[src/rtl/slc3_mem_pkg.sv]
// Shared types and constants for the SLC-3 external SRAM access path.
package slc3_mem_pkg;

  // Largest wait-state count the 4-bit wait counter can hold.
  localparam int MAX_WAIT = 15;

  typedef enum logic [1:0] {
    IDLE,
    ACCESS,
    DONE
  } sram_state_t;

  // SRAM control strobes, all active-low.
  typedef struct packed {
    logic ce;
    logic ub;
    logic lb;
    logic oe;
    logic we;
  } strobes_t;

  localparam strobes_t STROBES_IDLE = 5'b11111;

endpackage

[src/rtl/sram_sequencer.sv]
// Multi-cycle access sequencer for the external 1Mx16 SRAM: accepts one
// request, drives registered strobes for WAIT_CYCLES+1 cycles, then pulses
// rsp_valid for one cycle (holding write data through that cycle).
module sram_sequencer
  import slc3_mem_pkg::*;
#(
  parameter int ADDR_W      = 20,
  parameter int DATA_W      = 16,
  parameter int WAIT_CYCLES = 2
) (
  input  logic              Clk,
  input  logic              Reset,
  input  logic              req_valid,
  output logic              req_ready,
  input  logic              req_we,
  input  logic [ADDR_W-1:0] req_addr,
  input  logic [DATA_W-1:0] req_wdata,
  input  logic [1:0]        req_be,
  output logic              rsp_valid,
  output logic [DATA_W-1:0] rsp_rdata,
  output logic              CE,
  output logic              UB,
  output logic              LB,
  output logic              OE,
  output logic              WE,
  output logic [ADDR_W-1:0] ADDR,
  output logic [DATA_W-1:0] Data_write,
  input  logic [DATA_W-1:0] Data_read,
  output logic              Data_oe
);

  // Elaboration guards: the counter is 4 bits and the lane logic is 2x8.
  if (WAIT_CYCLES < 0 || WAIT_CYCLES > MAX_WAIT) begin : g_bad_wait
    $error("sram_sequencer: WAIT_CYCLES must be in 0..15");
  end
  if (DATA_W != 16) begin : g_bad_width
    $error("sram_sequencer: only DATA_W=16 is supported");
  end

  sram_state_t       state_q, state_d;
  logic [3:0]        cnt_q, cnt_d;
  logic              we_q, we_d;
  logic [ADDR_W-1:0] addr_q, addr_d;
  logic [DATA_W-1:0] wdata_q, wdata_d;
  logic [1:0]        be_q, be_d;
  logic [DATA_W-1:0] rdata_q, rdata_d;
  strobes_t          strobes_q, strobes_d;
  logic              data_oe_q, data_oe_d;
  logic              rsp_valid_q, rsp_valid_d;
  logic [DATA_W-1:0] rd_masked;

  // Disabled byte lanes read back as 0x00.
  for (genvar gi = 0; gi < 2; gi++) begin : g_lane
    assign rd_masked[gi*8 +: 8] = be_q[gi] ? Data_read[gi*8 +: 8] : 8'h00;
  end

  assign req_ready = (state_q == IDLE) & ~Reset;

  // Next state, request capture, and next values of the registered pins.
  always_comb begin
    state_d     = state_q;
    cnt_d       = cnt_q;
    we_d        = we_q;
    addr_d      = addr_q;
    wdata_d     = wdata_q;
    be_d        = be_q;
    rdata_d     = rdata_q;
    strobes_d   = STROBES_IDLE;
    data_oe_d   = 1'b0;
    rsp_valid_d = 1'b0;

    case (state_q)
      IDLE: begin
        if (req_valid && req_ready) begin
          state_d = ACCESS;
          cnt_d   = 4'(WAIT_CYCLES);
          we_d    = req_we;
          addr_d  = req_addr;
          wdata_d = req_wdata;
          be_d    = req_be;
        end
      end
      ACCESS: begin
        if (cnt_q == 4'd0) begin
          state_d = DONE;
          if (!we_q) begin
            rdata_d = rd_masked;
          end
        end else begin
          cnt_d = cnt_q - 4'd1;
        end
      end
      DONE:    state_d = IDLE;
      default: state_d = IDLE;
    endcase

    // Pins are registered from the state being entered so they change
    // only on clock edges.
    if (state_d == ACCESS) begin
      strobes_d.ce = 1'b0;
      strobes_d.ub = ~be_d[1];
      strobes_d.lb = ~be_d[0];
      if (we_d) begin
        strobes_d.oe = 1'b1;
        strobes_d.we = (be_d == 2'b00);
        data_oe_d    = 1'b1;
      end else begin
        strobes_d.oe = 1'b0;
        strobes_d.we = 1'b1;
      end
    end else if (state_d == DONE) begin
      rsp_valid_d = 1'b1;
      data_oe_d   = we_d;
    end
  end

  // State and pin registers with synchronous reset.
  always_ff @(posedge Clk) begin
    if (Reset) begin
      state_q     <= IDLE;
      cnt_q       <= 4'd0;
      we_q        <= 1'b0;
      addr_q      <= '0;
      wdata_q     <= '0;
      be_q        <= 2'b00;
      rdata_q     <= '0;
      strobes_q   <= STROBES_IDLE;
      data_oe_q   <= 1'b0;
      rsp_valid_q <= 1'b0;
    end else begin
      state_q     <= state_d;
      cnt_q       <= cnt_d;
      we_q        <= we_d;
      addr_q      <= addr_d;
      wdata_q     <= wdata_d;
      be_q        <= be_d;
      rdata_q     <= rdata_d;
      strobes_q   <= strobes_d;
      data_oe_q   <= data_oe_d;
      rsp_valid_q <= rsp_valid_d;
    end
  end

  assign CE         = strobes_q.ce;
  assign UB         = strobes_q.ub;
  assign LB         = strobes_q.lb;
  assign OE         = strobes_q.oe;
  assign WE         = strobes_q.we;
  assign ADDR       = addr_q;
  assign Data_write = wdata_q;
  assign Data_oe    = data_oe_q;
  assign rsp_valid  = rsp_valid_q;
  assign rsp_rdata  = rdata_q;

endmodule

[config.mk]
export PLATFORM = sky130hd
export DESIGN_NAME = sram_sequencer
export DESIGN_NICKNAME = d
export VERILOG_FILES = /design/src/rtl/slc3_mem_pkg.sv /design/src/rtl/sram_sequencer.sv
export SDC_FILE = /design/constraint.sdc
export NUM_CORES = 1
export LEC_CHECK = 0
export ABC_AREA = 1
export CORE_MARGIN = 2
export CORE_UTILIZATION = 35
export DETAILED_ROUTE_END_ITERATION = 6
export GPL_TIMING_DRIVEN = 0
export HOLD_SLACK_MARGIN = 0.02
export PLACE_DENSITY = 0.69
export SLEW_MARGIN = 20
export SYNTH_ARGS = -nofsm -noshare
export SYNTH_HDL_FRONTEND = slang
export SYNTH_SLANG_ARGS = --single-unit
[constraint.sdc]
create_clock -name Clk -period 1.6 [get_ports Clk]
set_input_delay 0.32 -clock Clk [delete_from_list [all_inputs] [get_ports Clk]]
set_output_delay 0.32 -clock Clk [all_outputs]
set_load 0.01 [all_outputs]
Yosys cells after proc, flatten, opt, wreduce, memory -nomap -nowiden
Index checks and enable logic that the tools add are counted.
Widths: inputs -> output; s select.
{"block": "classes", "add_sub_neg": 1, "mul": 0, "div_mod_pow": 0, "magnitude_cmp": 0, "n_eq_ne": 5, "shift": 0, "muxes": 18, "bitwise_logic": 7, "reduce_logical": 11}
{"op": "$mux 8", "n": 2}
{"op": "$mux 2", "n": 5}
{"op": "$mux 4", "n": 2}
{"op": "$pmux 4 s2", "n": 1}
{"op": "$mux 1", "n": 6}
{"op": "$not 1->1", "n": 6}
{"op": "$reduce_and 3->1", "n": 2}
{"op": "$mux 5", "n": 1}
{"op": "$eq 2x1->1 const B", "n": 2}
{"op": "$logic_not 2->1", "n": 2}
{"op": "$logic_not 4->1", "n": 1}
{"op": "$pmux 2 s2", "n": 1}
{"op": "$reduce_or 2->1", "n": 2}
{"op": "$sub 4x1->4 const B", "n": 1}
{"op": "$reduce_or 3->1", "n": 1}
{"op": "$eq 2x2->1 const B", "n": 1}
{"op": "$ne 2x1->1 const B", "n": 1}
{"op": "$ne 2x2->1 const B", "n": 1}
{"op": "$reduce_and 2->1", "n": 1}
{"op": "$reduce_bool 2->1", "n": 1}
{"op": "$and 1x1->1", "n": 1}
{"op": "$logic_and 1x1->1", "n": 1}
{"block": "word_totals", "ff_bits": 68, "latch_bits": 0, "ram_bits": 0, "romBits": 0, "input_bits": 58, "out_inout_bits": 60, "wordCells": 56, "memories": 0}

Longest topological paths before layout
{"block": "logic_depth", "word_depth": 8, "ltp_mapped": 8, "ltp_nobuf": 8}

Least setup slack after synthesis
Ideal clock, no wire load.
{"block": "synth_path", "kind": "input port to output port", "startpoint": "input port Reset", "endpoint": "output port req_ready", "t_arrival_ns": 0.968, "required_time_ns": 1.280, "setup_slack_ns": 0.312, "path_stages": 3, "path_buffers": 2, "path_cell_list": "buf_6 > nor3_4 > buf_6"}
{"block": "synth_between", "elab_chain_len": 2}
{"element": "start: declaration", "line_no": "sram_sequencer.sv:12", "source": "input logic Reset,"}
{"element": "$not 1->1", "line_no": "sram_sequencer.sv:57", "source": "assign req_ready = (state_q == IDLE) & ~Reset;"}
{"element": "$and 1x1->1", "line_no": "sram_sequencer.sv:57"}
{"element": "end: declaration", "line_no": "sram_sequencer.sv:14", "source": "output logic req_ready,"}
No other way between the ends.

Final worst setup path
{"block": "layout_path", "startpoint": "register wdata_q[3] (netlist: Data_write[3])", "endpoint": "output port Data_write[3]"}
{"element": "start: declaration", "line_no": "sram_sequencer.sv:44", "source": "logic [DATA_W-1:0] wdata_q, wdata_d;"}
{"element": "start signal: assignment", "line_no": "sram_sequencer.sv:135", "source": "wdata_q <= wdata_d;"}
{"element": "end: declaration", "line_no": "sram_sequencer.sv:27", "source": "output logic [DATA_W-1:0] Data_write,"}
No word-level cell between the ends.

==> flow_summary.toml <==
[status]
status = "finished, final reports clean"

[layout]
final-instance-count-excl-fill = 571
syn2layout_area_growth_pct = 57.14
drive_above_1_share_pct = 9.746
num_antenna_cells = 0
fin_area_mm2 = 0.004101
final_common_cell = "clkdlybuf4s50_1"
layout_common_cells = "113 x clkdlybuf4s50_1, 99 x nand2_1, 67 x dfxtp_1"
finish.utilization_pct = 56.55
fin_nets = 528
num-fill-cells = 737

[cts]
cts-root-buf = "clkbuf_8"
cts_tree = "yes"
numCtsBuffers = 9
htreeDepth = 3
clockBufferDepth = 2
cts.clk_slew.worst_paths_ns = 0.07
clk_latency_ns = 0.33
clock-sinks = 68
hold_buffers = 0

[synth]
ys_ff_latch = 68
synth_nets = 399
synth_compound_area_share_pct = 8.389
synth_top_family_by_area = "simple AND/OR/NAND/NOR gates"
yosysUniqueCellTypes = 24
synth_fa_ha_area_share_pct = 0.9588
synth.top_cells.by_area = "dfxtp_1 52%, nand2_1 14%, a21oi_1 7.7%, nand3_1 7.5%, nor2_1 5.9%"
yosys_warnings = 0
ys_seq_area_share_pct = 52.16
synth-xor-area-share_pct = 0
synth_top_area_share_pct = 52.16
synth.avg_cell_area_um2 = 7.699
synth_top_area_cell = "dfxtp_1"
yosys.area_share.simple_pct = 31.06
synthMuxAreaShare_pct = 0
syn_area_mm2 = 0.002610
synthCells = 339

[sta]
worst_slew_pin_slew_ns = 0.4842
fin_crit_ns = 1.542
fin_crit_sh_pct = 96.40
hold_viol = 0
skew_ns = 0.005043
finalMaxSlewViolations = 0
fin_setup_tns_ns = 0
rsz0062_at_grt = "no"
slew_headroom_pct = 67.72
setup_slack_ns = 0.05768
finalSetupViolCount = 0
fin_hold_ws_ns = 0.2263
max_freq_mhz = 648.4

[worst_hold_path]
hp-class = "input port to register"

[placed_design]
placedCellCount = 554
portBuffers = 116
gp_congestion = 0.8271
place_ws_ns = -0.3577
place_area_mm2 = 0.003895
hpwlAfterDp_um = 5195

[setup_path]
end_kind = "output port"
critical-path-top-delay-family = "buffers and inverters"
path_cells = "clkdlybuf4s50_1"
required_ns = 1.28
slowest_stage = "clkdlybuf4s50_1"
crit_buf_inv = 1
cp_slowest_stage_delay_ns = 0.56
path_class = "register to output port"
cp_max_fo = 2
arrival_ns = 1.22
start_kind = "register"

[global_route]
grt_pass1_wl_um = 11740
grt_max_degree = 12
grt_pass1_vias = 2513
antenna_found_initial = 0
track_usage_pct = 17.48
grt.overflow.total = 0

[floorplanning]
rows = 31
fp.dieH_um = 90.36
io_pins = 118
start_util_pct = 35.98
coreArea_mm2 = 0.007253
die_x_um = 90.36
die_area_mm2 = 0.008164

[pwr]
power_mw = 3.915
leakage_nw = 1.611
p_per_area_mw_per_mm2 = 954.7
ir_worst_vdd_mv = 0.4724

[route]
vias_per_cell = 4.592
firstDrtPassIters = 4
vias = 2622
drt_iter0_markers = 89
drc = 0
wl_um = 7105
ant_nets = 0
wl_per_cell_um = 12.44

[flow_run]
drv_cap = 0
per-layer routing:
layer | wire, um | up-vias | track usage [%]
met5 | 0 | - | 0
met4 | 93 | 0 | 5.769
met1 | 3084 | 1172 | 21.24
met3 | 715 | 10 | 7.846
met2 | 3212 | 99 | 27.63
li1 | - | 1341 | -
Yosys cell counts:
master    number
nor3_1         1
a21oi_1       40
o21ai_0        1
nor2_1        41
o21ai_2        1
dfxtp_1       68
nand3_1       39
buf_2          8
nand2_2        1
ha_1           2
buf_4          3
nor2_4         1
buf_1          2
nand3_2        2
nor3_4         1
inv_2          2
and3_1         1
clkbuf_1       5
nand4_1        1
nor2_2         3
nand2_1       99
inv_1         11
buf_6          5
o21ai_1        1
cells by family (layout without fill, tap and decap cells):
| logic type | Yosys count | after routing |
|---|---|---|
| AO/OA/AOI/OAI | 43 | 43 |
| adder cells (fa/ha/maj) | 2 | 2 |
| buffers and inverters | 36 | 169 |
| flip-flops | 68 | 68 |
| AND/OR/NAND/NOR | 190 | 190 |
sequential cells by signal, indices dropped and copies added, names as in the netlist, 2 cells and up:
register and count:
cnt_q 4, rsp_rdata 16, state_q 2, ADDR 20, Data_write 16, be_q 2
timing repair:
action                                  4_1_cts  5_1_grt
cloned                                        0        0
hold endpoints to repair                      0        0
pin swaps                                     1        1
endpoints found under the setup margin        1        3
gates resized for setup                       3        3
setup buffers                                 2        0
path summary, 6_finish.rpt:
check / start / slack [ns] / endpoint / depth (start not counted)
setup / recovery: Data_write[3] / 0.06 / Data_write[3] / 1
hold / removal: Reset / 0.23 / state_q[0] / 2
setup reg to reg: cnt_q[0] / 0.18 / WE / 8
hold reg to reg: Data_write[5] / 0.46 / Data_write[5] / 2
where the power goes:
part           switching [mW]  total, mW  internal, mW
logic                   0.330      0.715         0.385
clock network           0.621       1.37         0.745
registers              0.0469       1.83          1.79
total                   0.998       3.92          2.92
layout make-up:
| type | count | area (um^2) | area share [%] |
|---|---|---|---|
| Buffer | 23 | 145.1 | 3.539 |
| Clock buffer | 10 | 137.6 | 3.356 |
| Tap cell | 99 | 123.9 | 3.020 |
| Sequential cell | 68 | 1363 | 33.22 |
| Timing Repair Buffer | 118 | 1176 | 28.68 |
| Multi-Input combinational cell | 235 | 1055 | 25.72 |
| Inverter | 13 | 48.80 | 1.190 |
| Clock inverter | 5 | 52.55 | 1.281 |
(Power assumes the default switching activity.)
